## config.mk

```make
export PLATFORM = sky130hd
export DESIGN_NAME = key_display_mux
export DESIGN_NICKNAME = d
export VERILOG_FILES = /design/src/rtl/key_display_mux.sv
export SDC_FILE = /design/constraint.sdc
export NUM_CORES = 1
export LEC_CHECK = 0
export ABC_AREA = 1
export CAP_MARGIN = 40
export CORE_MARGIN = 2
export CORE_UTILIZATION = 57
export DETAILED_ROUTE_END_ITERATION = 6
export PLACE_DENSITY = 0.8
export SYNTH_ARGS = -nofsm -noshare
export SYNTH_HDL_FRONTEND = slang
export SYNTH_SLANG_ARGS = --single-unit
```

## constraint.sdc

```tcl
create_clock -name clk -period 1.8 [get_ports clk]
set_input_delay 0.18 -clock clk [delete_from_list [all_inputs] [get_ports clk]]
set_output_delay 0.18 -clock clk [all_outputs]
set_load 0.02 [all_outputs]
```

## src/rtl/key_display_mux.sv

```systemverilog
// Two-digit key history shown on a multiplexed seven-segment display.
// Digit slots are separated by a blanking gap to suppress ghosting.
module key_display_mux #(
  parameter int REFRESH_CYCLES = 48000,
  parameter int BLANK_CYCLES   = 480
) (
  input  logic       clk,
  input  logic       reset,
  input  logic [3:0] key,
  input  logic       key_valid,
  output logic [6:0] seg,
  output logic [1:0] anode_n,
  output logic [7:0] digits
);

  localparam int CW          = $clog2(REFRESH_CYCLES);
  localparam int SHOW_CYCLES = REFRESH_CYCLES - BLANK_CYCLES;

  localparam logic [CW-1:0] SHOW_LAST  = CW'(SHOW_CYCLES - 1);
  localparam logic [CW-1:0] BLANK_LAST = CW'(BLANK_CYCLES - 1);
  localparam logic [6:0]    SEG_OFF    = 7'b1111111;

  typedef enum logic [1:0] {SHOW_R, BLANK_R, SHOW_L, BLANK_L} state_t;

  state_t        state_q, state_d;
  logic [CW-1:0] cnt_q, cnt_d;
  logic [3:0]    left_q, left_d, right_q, right_d;
  logic          left_valid_q, left_valid_d, right_valid_q, right_valid_d;
  logic [6:0]    seg_q, seg_d;
  logic [1:0]    anode_q, anode_d;

  function automatic logic [6:0] hex7(input logic [3:0] h);
    case (h)
      4'h0: hex7 = 7'b1000000;
      4'h1: hex7 = 7'b1111001;
      4'h2: hex7 = 7'b0100100;
      4'h3: hex7 = 7'b0110000;
      4'h4: hex7 = 7'b0011001;
      4'h5: hex7 = 7'b0010010;
      4'h6: hex7 = 7'b0000010;
      4'h7: hex7 = 7'b1111000;
      4'h8: hex7 = 7'b0000000;
      4'h9: hex7 = 7'b0010000;
      4'hA: hex7 = 7'b0001000;
      4'hB: hex7 = 7'b0000011;
      4'hC: hex7 = 7'b1000110;
      4'hD: hex7 = 7'b0100001;
      4'hE: hex7 = 7'b0000110;
      default: hex7 = 7'b0001110;
    endcase
  endfunction

  always_comb begin
    // NOTE: every signal gets a default first so no path leaves it unassigned and infers a latch.
    state_d       = state_q;
    cnt_d         = cnt_q + CW'(1);
    left_d        = left_q;
    right_d       = right_q;
    left_valid_d  = left_valid_q;
    right_valid_d = right_valid_q;
    seg_d         = SEG_OFF;
    anode_d       = 2'b11;

    // Every strobe cycle is a press; capture ignores the display sequencing.
    if (key_valid) begin
      left_d        = right_q;
      right_d       = key;
      left_valid_d  = right_valid_q;
      right_valid_d = 1'b1;
    end

    case (state_q)
      SHOW_R: if (cnt_q == SHOW_LAST) begin
        state_d = BLANK_R;
        cnt_d   = '0;
      end
      BLANK_R: if (cnt_q == BLANK_LAST) begin
        state_d = SHOW_L;
        cnt_d   = '0;
      end
      SHOW_L: if (cnt_q == SHOW_LAST) begin
        state_d = BLANK_L;
        cnt_d   = '0;
      end
      default: if (cnt_q == BLANK_LAST) begin
        state_d = SHOW_R;
        cnt_d   = '0;
      end
    endcase

    // Outputs are a registered decode of the current state and digits.
    case (state_q)
      SHOW_R: begin
        anode_d = 2'b10;
        if (right_valid_q) seg_d = hex7(right_q);
      end
      SHOW_L: begin
        anode_d = 2'b01;
        if (left_valid_q) seg_d = hex7(left_q);
      end
      default: ;
    endcase
  end

  // NOTE: sequential state uses non-blocking assignments so all flops update together at the edge.
  always_ff @(posedge clk or posedge reset) begin
    if (reset) begin
      state_q       <= SHOW_R;
      cnt_q         <= '0;
      left_q        <= '0;
      right_q       <= '0;
      left_valid_q  <= 1'b0;
      right_valid_q <= 1'b0;
      seg_q         <= SEG_OFF;
      anode_q       <= 2'b11;
    end else begin
      state_q       <= state_d;
      cnt_q         <= cnt_d;
      left_q        <= left_d;
      right_q       <= right_d;
      left_valid_q  <= left_valid_d;
      right_valid_q <= right_valid_d;
      seg_q         <= seg_d;
      anode_q       <= anode_d;
    end
  end

  assign seg     = seg_q;
  assign anode_n = anode_q;
  assign digits  = {left_q, right_q};

endmodule

```

Word-level counts from Yosys, hierarchy flattened

Memory sizes are Yosys's and may differ from the RTL's.
Cells that the tools add are included.

Memories kept: 2
ROM bits: 224
Output and inout bits: 17
Bits in registers: 37
Input bits: 7

Memories:

| memory           | depth | width | rd ports | clocked after memory_dff | wr ports | line | text |
|---|---|---|---|---|---|---|---|
| (name not given) | 16    | 7     | 1        | 0                        | 0        | 33   | `case (h)` |
| (name not given) | 16    | 7     | 1        | 0                        | 0        | 33   |  |

Equal/unequal tests: 7
Mux-type cells: 12
Add/subtract/negate cells: 1
Reductions and logical operators: 4

Operator list:

| cell                  | count |
|---|---|
| $mux 16               | 3 |
| $add 16x1->16 const B | 1 |
| $eq 16x16->1 const B  | 1 |
| $eq 16x9->1 const B   | 1 |
| $mux 7                | 2 |
| $pmux 7 s2            | 1 |
| $mux 2                | 4 |
| $ne 2x2->1 const B    | 3 |
| $pmux 2 s3            | 1 |
| $pmux 2 s2            | 1 |
| $reduce_and 4->1      | 1 |
| $reduce_bool 3->1     | 1 |
| $eq 2x1->1 const B    | 1 |
| $eq 2x2->1 const B    | 1 |
| $logic_not 2->1       | 1 |
| $reduce_or 2->1       | 1 |

Depth between registers and ports, before layout

Depth after elaboration: 3
Depth in mapped cells: 10
Mapped depth without buffers: 9

Least setup slack after synthesis

No wires, ideal clock.

Path type: flip-flop to flip-flop
Start: register state_q[0]
End: register cnt_q[0]
Setup slack: 0.328 ns
Data arrival time: 1.351 ns
Clock period less this slack: 1.472 ns
Stages on the path, launching flop included: 10
Path through: dfrtp_1 -> inv_1 -> ha_1 -> nor2_4 -> nor2_1 -> nand3_1 -> nand2_2 -> nand2_4 -> inv_4 -> nor2_1

Word-level cells in the longest chain between the ends: 3
Elaborated cells between the ends (all ways): 4
Those cells by class: eq/ne (1); mux (1); reduce/logical (2)

RTL lines:

| what                                          | line | text |
|---|---|---|
| from (decl)                                   | 25   | `state_t state_q, state_d;` |
| from (signal assigned)                        | 117  | `state_q <= state_d;` |
| $eq 2x2->1 or $logic_not 2->1 (tied branches) | 72   | `case (state_q)` |
| $reduce_or 2->1 (no source line) (*)          | n/a  |  |
| $mux 16 (*)                                   | n/a  |  |
| net cnt_d[0]                                  | 26   | `logic [CW-1:0] cnt_q, cnt_d;` |
| to (signal assigned)                          | 118  | `cnt_q <= cnt_d;` |
| to (decl)                                     | 26   |  |

The timed path passes the listed nets; every way through them passes the cells marked *.
A chain may end at the register's enable or synchronous reset.

Final worst setup path

Start: register right_q[3]
End: output digits[3]

RTL lines:

| what                   | line | text |
|---|---|---|
| from (decl)            | 27   | `logic [3:0] left_q, left_d, right_q, right_d;` |
| from (signal assigned) | 120  | `right_q <= right_d;` |
| to (decl)              | 13   | `output logic [7:0] digits` |

No word-level cell between the ends.

==> impl_summary.log <==
[metrics] clk slew on worst S/H paths: 0.08 ns
[metrics] type of the most critical hold path: input port to asynchronous set/reset pin
[metrics] hold bufs inserted after CTS: 0
[metrics] root buffer selected by CTS: sky130_fd_sc_hd__clkbuf_8
[metrics] fraction of power consumed by the clock network: a little over a third
[metrics] Period minus WS final: between 1.5 and 2 ns
[metrics] cell internal power dissipation: between 1.5 and 2 mW
[metrics] first-pass iteration count of the detailed router: 4
[metrics] delay contributed by the slowest stage of the critical path: between 0.6 and 0.7 ns
[metrics] clk sink count: 37
[metrics] upper clock frequency limit: ~0.6 GHz
[metrics] Syn Std Cell Area: roughly 2300 sq um
[metrics] combined global-route utilization of all metal layers: 22.9%
[metrics] Worst path top cell family by delay: buffers and inverters
[metrics] post-placement setup slack: between 0.2 and 0.3 ns
[metrics] starting utilization of the core area: 58.9%
[metrics] average via count per standard cell: between 5 and 6
[metrics] clock tree from TritonCTS: built
[metrics] worst reg2reg path depth: 9
[metrics] number of flops mapped to enable cells by yosys: 0
[metrics] most instantiated cells after synthesis: sky130_fd_sc_hd__nand2_1, sky130_fd_sc_hd__inv_1, sky130_fd_sc_hd__nand3_1
[metrics] total global routing overflow: 0
[metrics] worst path required time: 1.62 ns
[metrics] max-cap check violation count: 0
[metrics] final sum of negative setup slack: 0 ns
[metrics] number of global-route vias before repair: between 1,500 and 2,000
[metrics] setup repair bufs after CTS: 0
[metrics] yosys synthesis warning count: 0
[metrics] Total Routed Length: roughly 4.6 mm
[metrics] die outline width: a little under 70 microns
[metrics] share of synthesized registers carrying an async set or reset: 100%
[metrics] synth unique cells: 25
[metrics] headroom to the max-slew limit: roughly two thirds
[metrics] cell accounting for the most synthesized area: sky130_fd_sc_hd__dfrtp_1
[metrics] Worst Max-Slew Pin Slew: about 0.48 ns
[metrics] share of cells above drive strength 1: between 10% and 20%
[metrics] total vias in the final route: approximately 2,000
[metrics] Final Max Tran Viols: 0
[metrics] Seq cells post-synth: 37
[metrics] worst vdd rail ir drop: between 0.4 and 0.5 mV
[metrics] P_leak: ~1.4 nW
[metrics] final number of hold-violating endpoints: 0
[metrics] relative contribution of combinational cells to total power: approximately a fifth
[metrics] Power Dens Cells: between 700 and 800 nW/um^2
[metrics] number of antenna cells inserted: 0
[metrics] sw frac: roughly 28%
[metrics] weighted congestion reported at the end of routability-driven placement: 0.913
[metrics] cells along the critical path: clkdlybuf4s50_1
[metrics] synthesized net count: between 300 and 400
[metrics] buffers plus inverters on the worst setup path: 1
[metrics] number of fill cells: roughly 330
[metrics] number of standard cells after synthesis: around 300
[metrics] Clock H-tree levels: 2
[metrics] clock buffer count from CTS: 5
[metrics] Die ar.: around 4600 sq um
[metrics] row cnt: 23
[metrics] net switching power: 0.575 mW
[metrics] Max Root-Sink Buffers: 2
[metrics] number of gates on the worst path with buffers counted: 1
[metrics] ports placed on the boundary: 24
[metrics] number of antenna violations at the first check in global routing: 0
[metrics] fraction of power consumed by sequential logic: 44.7%
[metrics] category of the critical setup timing path: flip-flop to output port
[metrics] average detailed-routed wire length per instance: ~12 microns
[metrics] dominant cells by area after synthesis: sky130_fd_sc_hd__dfrtp_1, sky130_fd_sc_hd__ha_1, sky130_fd_sc_hd__nand2_1, sky130_fd_sc_hd__dfstp_2, sky130_fd_sc_hd__nand3_1
[metrics] sequential area share after synthesis: 40.1%
[metrics] placed wire-length estimate: about 3.4 mm
[metrics] cell at the slowest stage of the critical path: sky130_fd_sc_hd__clkdlybuf4s50_1
[metrics] DRC violation count after routing: 0
[metrics] DRT antenna net count: 0
[metrics] height of the die: about 68 microns
[metrics] worst setup skew after layout: between 0.01 and 0.015 ns
[metrics] synthesis-to-layout area growth: 18.3%
[metrics] Clk Latency, worst-skew pair: ~0.30 ns
[metrics] outcome: completed
[metrics] startpoint type of the worst setup path: flip-flop
[metrics] element type at the critical path end: output port
[metrics] number of setup violations in the final report: 0
[metrics] setup repair after global routing missed its margin: no
[metrics] Gates resized, CTS repair: 0
[metrics] largest net degree at the start of global routing: 38
[metrics] number of nets in the layout: roughly 360
[metrics] wire length of the first global-routing pass: around 7.9 mm
[metrics] PnR worst setup slack: 0.181 ns
[metrics] most instantiated flip-flop cell in the synthesis netlist: sky130_fd_sc_hd__dfrtp_1
[metrics] overall power: between 2 and 2.5 mW
[metrics] critical path peak fanout: 8
[metrics] initial detailed-routing violation count: ~120
[metrics] top-count cell post-synth: sky130_fd_sc_hd__nand2_1
[metrics] core box area: about 4000 sq um
[metrics] top cell type's share of synthesized area: between 20% and 30%
[metrics] I/O Buffers: 23
[metrics] data arrival at the endpoint of the critical path: about 1.4 ns
[metrics] fin crit share: roughly 90%
[metrics] Syn Area/Cell: between 7 and 8 sq um
==> worst min-delay path, cell delays in order <==
cell and delay [ns]:
sky130_fd_sc_hd__clkdlybuf4s50_1 0.40, sky130_fd_sc_hd__inv_1 0.05, sky130_fd_sc_hd__buf_4 0.39
==> cell families (layout without fill, tap and decap cells) <==
group           count (synthesis)  after routing  synth area share [%]
simple gates                  149            149                  29.2
buf+inv                        44             75                  7.33
compound gates                 38             38                  8.45
flops                          37             37                  40.1
fa+ha+maj                      21             21                  11.2
xor+xnor                       10             10                  3.74
==> per-layer routing <==
metal	share of wire, %	up-vias	wire (microns)	GRT usage [%]
met1	48	907	2180	31.5
met3	5.6	7	256	4.93
met2	45	68	2080	35.8
met5	0	-	0	0
li1	-	1018	-	-
met4	1.4	0	65	7.50
==> cell usage in the layout, fill, tap and decap left out, types with 2 or more instances in the layout <==
cell type,instances
sky130_fd_sc_hd__inv_1,37
sky130_fd_sc_hd__nor3_1,3
sky130_fd_sc_hd__nand2_1,67
sky130_fd_sc_hd__xor2_1,10
sky130_fd_sc_hd__nand3_2,2
sky130_fd_sc_hd__dfstp_2,9
sky130_fd_sc_hd__nand3_1,31
sky130_fd_sc_hd__nor2_4,2
sky130_fd_sc_hd__nand4_1,6
sky130_fd_sc_hd__o211ai_1,3
sky130_fd_sc_hd__nand2_2,5
sky130_fd_sc_hd__nor2_1,28
sky130_fd_sc_hd__dfrtp_1,28
sky130_fd_sc_hd__clkbuf_8,6
sky130_fd_sc_hd__nor2_2,2
sky130_fd_sc_hd__buf_4,5
sky130_fd_sc_hd__o21ai_0,27
sky130_fd_sc_hd__a21oi_1,8
sky130_fd_sc_hd__ha_1,21
sky130_fd_sc_hd__clkdlybuf4s50_1,23
==> path summary, 6_finish.rpt <==
kind | start | to | slack (ns)
worst max-delay path | right_q[3]$_DFFE_PP0P_ | digits[3] | 0.18
worst min-delay path | reset | cnt_q[11]$_DFF_PP0_ | 0.28
worst max register to register | state_q[0]$_DFFE_PP0P_ | cnt_q[5]$_DFF_PP0_ | 0.28
worst min register to register | cnt_q[0]$_DFF_PP0_ | cnt_q[0]$_DFF_PP0_ | 0.51
max in group asynchronous | reset | seg[0]$_DFF_PP1_ | 1.17
min in group clk | key[3] | right_q[3]$_DFFE_PP0P_ | 0.45
==> final cells by class <==
cell class / count / area (sq um) / share of cell area, %
repair buffers: 28 / 268 / 9.67
clock inverters: 2 / 37.5 / 1.36
well taps: 50 / 62.6 / 2.26
inverters: 39 / 149 / 5.38
clock buffers: 6 / 82.6 / 2.98
flip-flops and latches: 37 / 937 / 33.9
multi-input cells: 218 / 1230 / 44.5
==> per-stage QoR <==
step	utilization [%]	hold WS (ns)	cells	area, sq um
floorplan	-	0.289	299	2340
global placement	66.7	0.491	372	2650
detailed placement	66.7	0.504	372	2650
CTS	69.7	0.298	380	2770
global route	69.7	0.350	380	2770
finish	69.7	0.280	380	2770
==> sequential cells by signal, indices dropped and copies added, names as in the netlist <==
signal / flops
cnt_q: 16
right_valid_q: 1
anode_n: 2
right_q: 4
seg: 7
left_q: 4
left_valid_q: 1
state_q: 2
==> power groups by stage <==
stage | Clock (mW) | Sequential [mW] | Combinational, mW
after global routing | 0.805 | 0.937 | 0.436
final | 0.761 | 0.929 | 0.387
after CTS | 0.772 | 0.929 | 0.389
after floorplan | 0 | 0.995 | 0.180
after detailed placement | 0 | 0.945 | 0.385
after global placement | 0 | 0.943 | 0.380
No activity file was read; power rests on OpenSTA's default activity.
